--- config.mk ---
export PLATFORM = sky130hd
export DESIGN_NAME = instr_prefetch_buffer
export DESIGN_NICKNAME = d
export VERILOG_FILES = /design/src/rtl/instr_prefetch_buffer.sv
export SDC_FILE = /design/constraint.sdc
export NUM_CORES = 1
export LEC_CHECK = 0
export CAP_MARGIN = 20
export CORE_UTILIZATION = 40
export DETAILED_ROUTE_END_ITERATION = 8
export GPL_TIMING_DRIVEN = 0
export MAX_ROUTING_LAYER = met4
export PLACE_DENSITY = 0.63
export REMOVE_ABC_BUFFERS = 1
export SETUP_SLACK_MARGIN = 0.15
export SLEW_MARGIN = 25
export SYNTH_ARGS = -nofsm -noshare
export SYNTH_HDL_FRONTEND = slang
export SYNTH_SLANG_ARGS = --single-unit
--- constraint.sdc ---
create_clock -name clk -period 6.8 [get_ports clk]
set_clock_uncertainty 0.1 [all_clocks]
set_input_delay 1.36 -clock clk [delete_from_list [all_inputs] [get_ports clk]]
set_output_delay 1.36 -clock clk [all_outputs]
set_load 0.05 [all_outputs]
--- src/rtl/instr_prefetch_buffer.sv ---
// Instruction prefetch buffer: streams sequential words from a zero-latency
// memory port into a small FIFO, with flush-and-restart on redirect.
module instr_prefetch_buffer #(
  parameter int unsigned DEPTH     = 4,
  parameter int unsigned WORD_W    = 32,
  parameter int unsigned MEM_WORDS = 128
) (
  input  logic                    clk,
  input  logic                    rst_n,
  input  logic                    start,
  input  logic                    redirect_valid,
  input  logic [31:0]             redirect_pc,
  output logic                    mem_en_read,
  output logic [31:0]             mem_addr,
  input  logic [WORD_W-1:0]       mem_rd_data,
  output logic                    inst_valid,
  input  logic                    inst_ready,
  output logic [WORD_W-1:0]       inst_data,
  output logic [31:0]             inst_pc,
  output logic [$clog2(DEPTH):0]  count
);

  localparam int unsigned PtrW = $clog2(DEPTH);
  localparam int unsigned CntW = PtrW + 1;
  localparam logic [CntW-1:0] DepthCnt = CntW'(DEPTH);
  localparam logic [31:0]     MemLast  = 32'(MEM_WORDS - 1);
  localparam logic [31:0]     MemWords = 32'(MEM_WORDS);

  typedef enum logic [1:0] {
    StIdle,
    StFetch,
    StFull
  } state_e;

  state_e            state_q, state_d;
  logic [CntW-1:0]   count_q, count_d;
  logic [31:0]       fetch_pc_q, fetch_pc_d;
  logic [PtrW-1:0]   wr_ptr_q, wr_ptr_d;
  logic [PtrW-1:0]   rd_ptr_q, rd_ptr_d;

  logic [WORD_W-1:0] data_mem_q [DEPTH];
  logic [31:0]       pc_mem_q   [DEPTH];

  logic              push;
  logic              pop;
  logic [31:0]       fetch_pc_inc;

  // Handshake and memory-port outputs
  always_comb begin
    inst_valid  = (count_q != '0) && !redirect_valid;
    pop         = inst_valid && inst_ready;
    // A full buffer may still fetch when the head leaves in the same cycle.
    mem_en_read = !redirect_valid && (state_q != StIdle) && ((count_q < DepthCnt) || pop);
    push        = mem_en_read;
    mem_addr    = mem_en_read ? fetch_pc_q : 32'd0;
    inst_data   = data_mem_q[rd_ptr_q];
    inst_pc     = pc_mem_q[rd_ptr_q];
    count       = count_q;
  end

  assign fetch_pc_inc = (fetch_pc_q >= MemLast) ? 32'd0 : fetch_pc_q + 32'd1;

  // Next-state logic
  always_comb begin
    state_d    = state_q;
    count_d    = count_q;
    fetch_pc_d = fetch_pc_q;
    wr_ptr_d   = wr_ptr_q;
    rd_ptr_d   = rd_ptr_q;

    if (redirect_valid) begin
      // Flush wins over everything except reset.
      state_d    = StFetch;
      count_d    = '0;
      fetch_pc_d = redirect_pc % MemWords;
      wr_ptr_d   = '0;
      rd_ptr_d   = '0;
    end else begin
      if (push) begin
        wr_ptr_d   = wr_ptr_q + PtrW'(1);
        fetch_pc_d = fetch_pc_inc;
      end
      if (pop) begin
        rd_ptr_d = rd_ptr_q + PtrW'(1);
      end
      case ({push, pop})
        2'b10:   count_d = count_q + CntW'(1);
        2'b01:   count_d = count_q - CntW'(1);
        default: count_d = count_q;
      endcase

      case (state_q)
        StIdle: begin
          if (start) begin
            state_d    = StFetch;
            fetch_pc_d = 32'd0;
          end
        end
        StFetch: begin
          if ((count_d == DepthCnt) && !pop) begin
            state_d = StFull;
          end
        end
        StFull: begin
          if (pop) begin
            state_d = StFetch;
          end
        end
        default: state_d = StIdle;
      endcase
    end
  end

  always_ff @(posedge clk) begin
    if (!rst_n) begin
      state_q    <= StIdle;
      count_q    <= '0;
      fetch_pc_q <= 32'd0;
      wr_ptr_q   <= '0;
      rd_ptr_q   <= '0;
    end else begin
      state_q    <= state_d;
      count_q    <= count_d;
      fetch_pc_q <= fetch_pc_d;
      wr_ptr_q   <= wr_ptr_d;
      rd_ptr_q   <= rd_ptr_d;
    end
  end

  // Entry storage carries no reset; occupancy is tracked by count_q alone.
  always_ff @(posedge clk) begin
    if (push) begin
      data_mem_q[wr_ptr_q] <= mem_rd_data;
      pc_mem_q[wr_ptr_q]   <= fetch_pc_q;
    end
  end

endmodule

; Word level (Yosys, flattened, before mapping)
; Memory sizes are Yosys's and may differ from the RTL's. A register that Yosys moved wholly into a read port is not among the register bits.
; Index checks and enable logic that the tools add are counted.
[totals]
out_inout_bits = 101
wordCells = 61
reg_bits = 41
latchBits = 0
inputBits = 69
mem_count = 2
mem_bits_rw = 256
mem_bits_ro = 0
[op_classes]
div = 0
addsub = 5
n_lt_le_gt_ge = 2
bitwise_logic = 1
n_mux = 19
n_reduce_logical = 14
n_eq_ne = 11
multipliers = 0
shift = 0
[mem_list]
columns = name, depth, width, rd, rd_ports_with_merged_regs, wr, line_no
row1 = data_mem_q, 4, 32, 1, 1, 1, 41  ; logic [WORD_W-1:0] data_mem_q [DEPTH];
row2 = pc_mem_q, 4, 32, 1, 1, 1, 42  ; logic [31:0] pc_mem_q [DEPTH];
[ops]
columns = operator, n
row1 = 32-bit two-way mux, 5
row2 = 32-bit by 1-bit adder with 32-bit output (second input constant), 1
row3 = 32-bit by 7-bit >= comparator with 1-bit output (second input constant), 1
row4 = 2-bit two-way mux, 7
row5 = 3-bit != test (second input constant), 3
row6 = 7-bit two-way mux, 1
row7 = 2-bit != test (second input constant), 3
row8 = 2-bit case mux with 3 select lines, 1
row9 = 3-bit case mux with 2 select lines, 1
row10 = 3-bit AND reduction, 2
row11 = 1-bit logical AND, 5
row12 = 2-bit by 1-bit adder with 2-bit output (second input constant), 2
row13 = 2-bit by 1-bit equality test with 1-bit output (second input constant), 2
row14 = 2-bit equality test (second input constant), 2
row15 = 3-bit by 1-bit adder with 3-bit output (second input constant), 1
row16 = 3-bit equality test (second input constant), 1
row17 = 3-bit less-than comparator (second input constant), 1
row18 = 1-bit two-way mux, 3
row19 = 3-bit two-way mux, 1
row20 = 3-bit nonzero test, 1
row21 = 3-bit by 1-bit subtractor with 3-bit output (second input constant), 1
row22 = 1-bit logical NOT, 2
row23 = 2-bit logical NOT, 1
row24 = 2-bit nonzero test, 1
row25 = other kinds (3), 3

; Logic depth before layout (Yosys ltp)
; Gate-level depths: netlist (run 1).
[depth]
word_depth = 13
ltp_mapped = 12

; Worst setup path after synthesis (run 1)
; No wires, ideal clock.
[synth_path]
kind = input-to-output
startpoint = input redirect_valid
endpoint = output mem_addr[19]
setup_slack_ps = 2310
cell_stages = 5
t_required_ps = 5340
arrival_ps = 3030
path_cell_list = buf_6 -> o21bai_4 -> nor2_2 -> clkbuf_1 -> and2_1
[synth_via]
elab_chain_len = 6
elab_cells_between_ends = 7
classes_between = mux: 1 / reduce/logical: 6
[synth_rtl]
columns = item, line_no
row1 = start: declaration, 11  ; input logic redirect_valid,
row2 = 1-bit logical NOT *, "50, 53"
row3 = 1-bit logical AND, 50  ; inst_valid = (count_q != '0) && !redirect_valid;
row4 = 1-bit logical AND, 51  ; pop = inst_valid && inst_ready;
row5 = 1-bit logical OR, 53  ; mem_en_read = !redirect_valid && (state_q != StIdle) && ((count_q < DepthCnt) || pop);
row6 = 1-bit logical AND *, 53
row7 = named net mem_en_read, 13  ; output logic mem_en_read,
row8 = 32-bit two-way mux *, 55  ; mem_addr = mem_en_read ? fetch_pc_q : 32'd0;
row9 = end: declaration, 14  ; output logic [31:0] mem_addr,
; The timed path passes the listed nets; every way through them passes the cells marked *.

; Final worst setup path (run 1)
[layout_path]
startpoint = input redirect_valid
endpoint = output mem_addr[18]
[layout_via]
elab_chain_len = 6
elab_cells_between_ends = 7
classes_between = mux: 1 / reduce/logical: 6
[layout_rtl]
columns = item, line_no
row1 = 1-bit logical NOT *, "50, 53"
row2 = 1-bit logical AND, 50
row3 = 1-bit logical AND, 51
row4 = 1-bit logical OR, 53
row5 = 1-bit logical AND *, 53
row6 = 32-bit two-way mux *, 55
; Mark *: on every way between the ends. The rest lies on a longest branch, timed or not.

==> metrics.md, run 1 <==
| Metric | Value |
|---|---|
| Status | `completed` |
| Hold Path Depth | `2` |
| Via count | `6354` |
| Final Max Tran Viols | `0` |
| EDFF count, synth | `about 260` |
| Clock buffer count from CTS | `30` |
| Most used DFF post-synth | `edfxtp_1` |
| Die Span Y | `roughly 170 um` |
| # Post-CTS Setup Buffers | `0` |
| Clk slew on worst S/H paths | `60 ps` |
| Clock Latency Late Sink | `550 ps` |
| H-tree depth | `1` |
| Simple-gate share of the synthesized area | `0.0780` |
| Initial antenna violation count | `0` |
| First-pass GRT wire length | `around 38 mm` |
| Hold Path End | `wr_ptr_q[1]` |
| Row Count | `62` |
| Unrepaired setup endpoints after global routing | `false` |
| Peak Freq | `176 MHz` |
| Yosys warns | `0` |
| Worst hold path type | `reg -> reg` |
| Largest net degree at the start of global routing | `44` |
| Worst path arrival time | `about 4200 ps` |
| Synthesized area | `about 12000 um2` |
| Final Power | `between 0.003 and 0.004 W` |
| Worst path cell trace | `clkdlybuf4s50_1, o21bai_4, nor2_4, buf_16, inv_1, nor2_1, clkdlybuf4s50_1` |
| PwrDens | `between 200 and 300 nW/um2` |
| Clock sink count | `about 300` |
| Worst path slowest cell | `clkdlybuf4s50_1` |
| Initial core utilization | `0.407` |
| Distinct cells, synth | `50` |
| Gate Count Post-Synth | `630` |
| Avg Inst Size Synth | `18.5 um2` |
| Mux share of post-synthesis cell area | `0.123` |
| Total GRT Usage | `0.167` |
| Area post-placement | `approximately 14000 um2` |
| Adder-cell area share of the yosys netlist | `0.00815` |
| Worst R2R Path Depth | `11` |
| Sequential fraction of the synthesis area | `0.732` |
| Full die area | `about 30000 um2` |
| Slew HR | `0.330` |
| Final setup fails | `0` |
| Reg2reg end | `state_q[0]` |
| Routed length per placed instance | `between 20 and 25 um` |
| Compound-Gate Fraction of Synth Area | `0.0325` |
| Critical path's most frequent cell | `clkdlybuf4s50_1` |
| Share of post-route cells with drive strength above 1 | `0.167` |
| Worst hold slack | `between 400 and 500 ps` |
| 1st-iter DRT viols | `between 300 and 400` |
| Critical path class | `in -> out` |
| CTS tree | `done` |
| DRT Pass-1 Iters | `5` |
| Post-Route Setup TNS | `0 ps` |
| WP buf/inv | `4` |
| Register bit count reported by yosys | `roughly 300` |
| IO Pins | `170` |
| Pleak | `4.51 nW` |
| Asr flop ratio synth | `0` |
| Nets | `854` |
| Routed Wire Length | `approximately 24 mm` |
| Top Family by Delay on Critical Path | `buffers and inverters` |
| Startpoint types | `input pin` |
| CP Capture Type | `output pin` |
| Post-synthesis xor/xnor area fraction | `0.00600` |
| Area delta synth->final | `25.0%` |
| Gpl congestion | `roughly 0.83` |
| Vias in the first global route | `between 6000 and 7000` |
| # port buffers | `144` |
| Tmin final | `about 5700 ps` |
| Largest stage delay, worst path | `about 860 ps` |
| Post-Place Cells | `approximately 1100` |
| VDD IR max | `roughly 0.00018 V` |
| Root buffer selected by CTS | `clkbuf_16` |
| DRC violations left | `0` |
| Fin crit share | `0.837` |
| Finished Cell Area | `14600 um2` |
| Crit path max fanout | `20` |
| Gr ovfl total | `0` |
| FF-to-FF Start | `count[2]` |
| Worst endpoint required time | `about 5300 ps` |
| Slew of the pin with the lowest slew margin | `roughly 1000 ps` |
| Hpwl dp | `14.8 mm` |
| Largest family of logic cells by synthesized area | `multiplexers` |
| DR vias/cell | `roughly 5.4` |
| CTS resizes | `0` |
| Finished Layout Cells | `1186` |
| Detail Route Antenna Nets | `0` |
| Max-Cap Viols | `0` |
| Clock Tree Buf Depth | `3` |
| R2R setup slack | `a little over 3000 ps` |
| Core area | `between 20000 and 30000 um2` |
| Die width | `between 150 and 200 um` |
| Hold buffer count at cts | `0` |
| Antenna diodes | `0` |
| Hold_sp | `wr_ptr_q[1]` |
| Final Hold Viols | `0` |
cell usage after synthesis (3+ instances only):
| master | number | share of area |
|---|---|---|
| nor3_1 | 25 | 0.011 |
| and2_1 | 33 | 0.018 |
| buf_2 | 14 | 0.0060 |
| o21ai_0 | 4 | 0.0017 |
| dfxtp_1 | 43 | 0.074 |
| a21oi_1 | 6 | 0.0026 |
| a32oi_1 | 4 | 0.0030 |
| xnor2_1 | 4 | 0.0030 |
| a41oi_1 | 8 | 0.0060 |
| xor2_1 | 4 | 0.0030 |
| a211oi_1 | 4 | 0.0026 |
| inv_1 | 12 | 0.0039 |
| nor4_1 | 7 | 0.0038 |
| clkbuf_1 | 15 | 0.0048 |
| nand2_1 | 13 | 0.0042 |
| ha_1 | 6 | 0.0064 |
| a31oi_1 | 9 | 0.0048 |
| o31ai_1 | 3 | 0.0019 |
| edfxtp_1 | 256 | 0.66 |
| nand2b_1 | 5 | 0.0027 |
| and4_1 | 3 | 0.0023 |
| nor2b_1 | 5 | 0.0027 |
| nand4_1 | 12 | 0.0064 |
| and3_1 | 8 | 0.0043 |
| nand3_1 | 9 | 0.0039 |
| nor2_1 | 21 | 0.0068 |
| mux4_2 | 64 | 0.12 |
| buf_6 | 3 | 0.0029 |
worst min-delay path, delay by kind of cell (launching register included):
kind / cells / cell delay [ps]
simple gates: 1 / 70
flops: 1 / 340
compound gates: 1 / 60
cell type report:
| class | count | area (um2) |
|---|---|---|
| fill | 2375 | 14100 |
| sequential | 299 | 8560 |
| multi-input combinational | 283 | 2910 |
| timing repair buffer | 152 | 1650 |
| clock buffer | 40 | 861 |
| tap | 384 | 480 |
| clock inverter | 16 | 90.1 |
| inverter | 12 | 45.0 |
placed cells by master, fill, tap and decap left out, types with 3 or more instances in the layout:
master / instances
nor2b_1: 5
edfxtp_1: 256
clkdlybuf4s50_1: 144
o31ai_1: 3
and2_1: 29
ha_1: 6
a41oi_1: 8
nand2b_1: 5
o21ai_0: 4
and3_1: 8
nor3_1: 25
nand3_1: 9
nand4_1: 12
clkbuf_8: 3
a21oi_1: 6
nor4_1: 7
a31oi_1: 9
xnor2_1: 4
mux4_2: 64
nor2_1: 21
and2_4: 4
buf_16: 6
and4_1: 3
dfxtp_1: 41
clkinv_2: 7
clkbuf_16: 32
clkinv_1: 6
clkbuf_1: 5
a211oi_1: 4
inv_1: 12
a32oi_1: 4
nand2_1: 13
xor2_1: 4
sequential cells by signal (all words and copies together) (netlist names), named ones only:
| name | flops |
|---|---|
| pc_mem_q | 128 |
| state_q | 2 |
| wr_ptr_q | 2 |
| count | 3 |
| rd_ptr_q | 2 |
| data_mem_q | 128 |
| fetch_pc_q | 32 |
metal layers:
layer,vias up,global-route usage,share of wire
met1,3265,0.228,0.45
met5,-,-,0
met3,34,0.0266,0.054
met2,211,0.262,0.48
met4,0,0.0435,0.018
li1,2844,-,-
metrics by stage:
stage	setup WS, ps	util
after floorplan	1720	-
after global placement	-68.9	0.467
after detailed placement	1130	0.475
after CTS	1120	0.508
after global routing	975	0.508
final	1110	0.508
power breakdown:
| group | internal (W) | switching, W |
|---|---|---|
| Sequential | 0.00201 | 0.0000160 |
| Combinational | 0.0000940 | 0.000143 |
| Clock | 0.000888 | 0.000660 |
how the worst max path moves through the flow:
stage,startpoint,endpoint,slack [ps],cells after the start
6_report,redirect_valid,mem_addr[18],1110,7
5_1_grt,inst_ready,mem_addr[30],970,7
4_1_cts,redirect_valid,mem_addr[18],1120,7
3_5_place_dp,redirect_valid,mem_addr[18],1130,7
3_3_place_gp,register,inst_pc[30],-70,2
2_1_floorplan,redirect_valid,mem_addr[18],1720,4
cells by family (layout without fill, tap and decap cells):
group / Yosys count / count (layout)
flops: 299 / 299
simple gates: 156 / 156
mux: 64 / 64
compound gates: 48 / 48
buf+inv: 48 / 220
xor+xnor: 8 / 8
fa+ha+maj: 7 / 7
(Power assumes the default switching activity.)
==> run 2, diff against run 1 <==
==> constraint.sdc (replaced) <==
create_clock -name clk -period 5.5 [get_ports clk]
set_clock_uncertainty 0.1 [all_clocks]
set_input_delay 1.1 -clock clk [delete_from_list [all_inputs] [get_ports clk]]
set_output_delay 1.1 -clock clk [all_outputs]
set_load 0.05 [all_outputs]
==> results of run 2 <==
The final DEF is identical to that of run 1. Status: completed.
Among the figures that moved: setup slack after placement 1130 ps -> 352 ps; setup slack after layout 1110 ps -> 329 ps; register-to-register setup slack 3090 ps -> 1790 ps; total power 0.00381 W -> 0.00471 W; worst IR drop on VDD 0.000184 V -> 0.000227 V
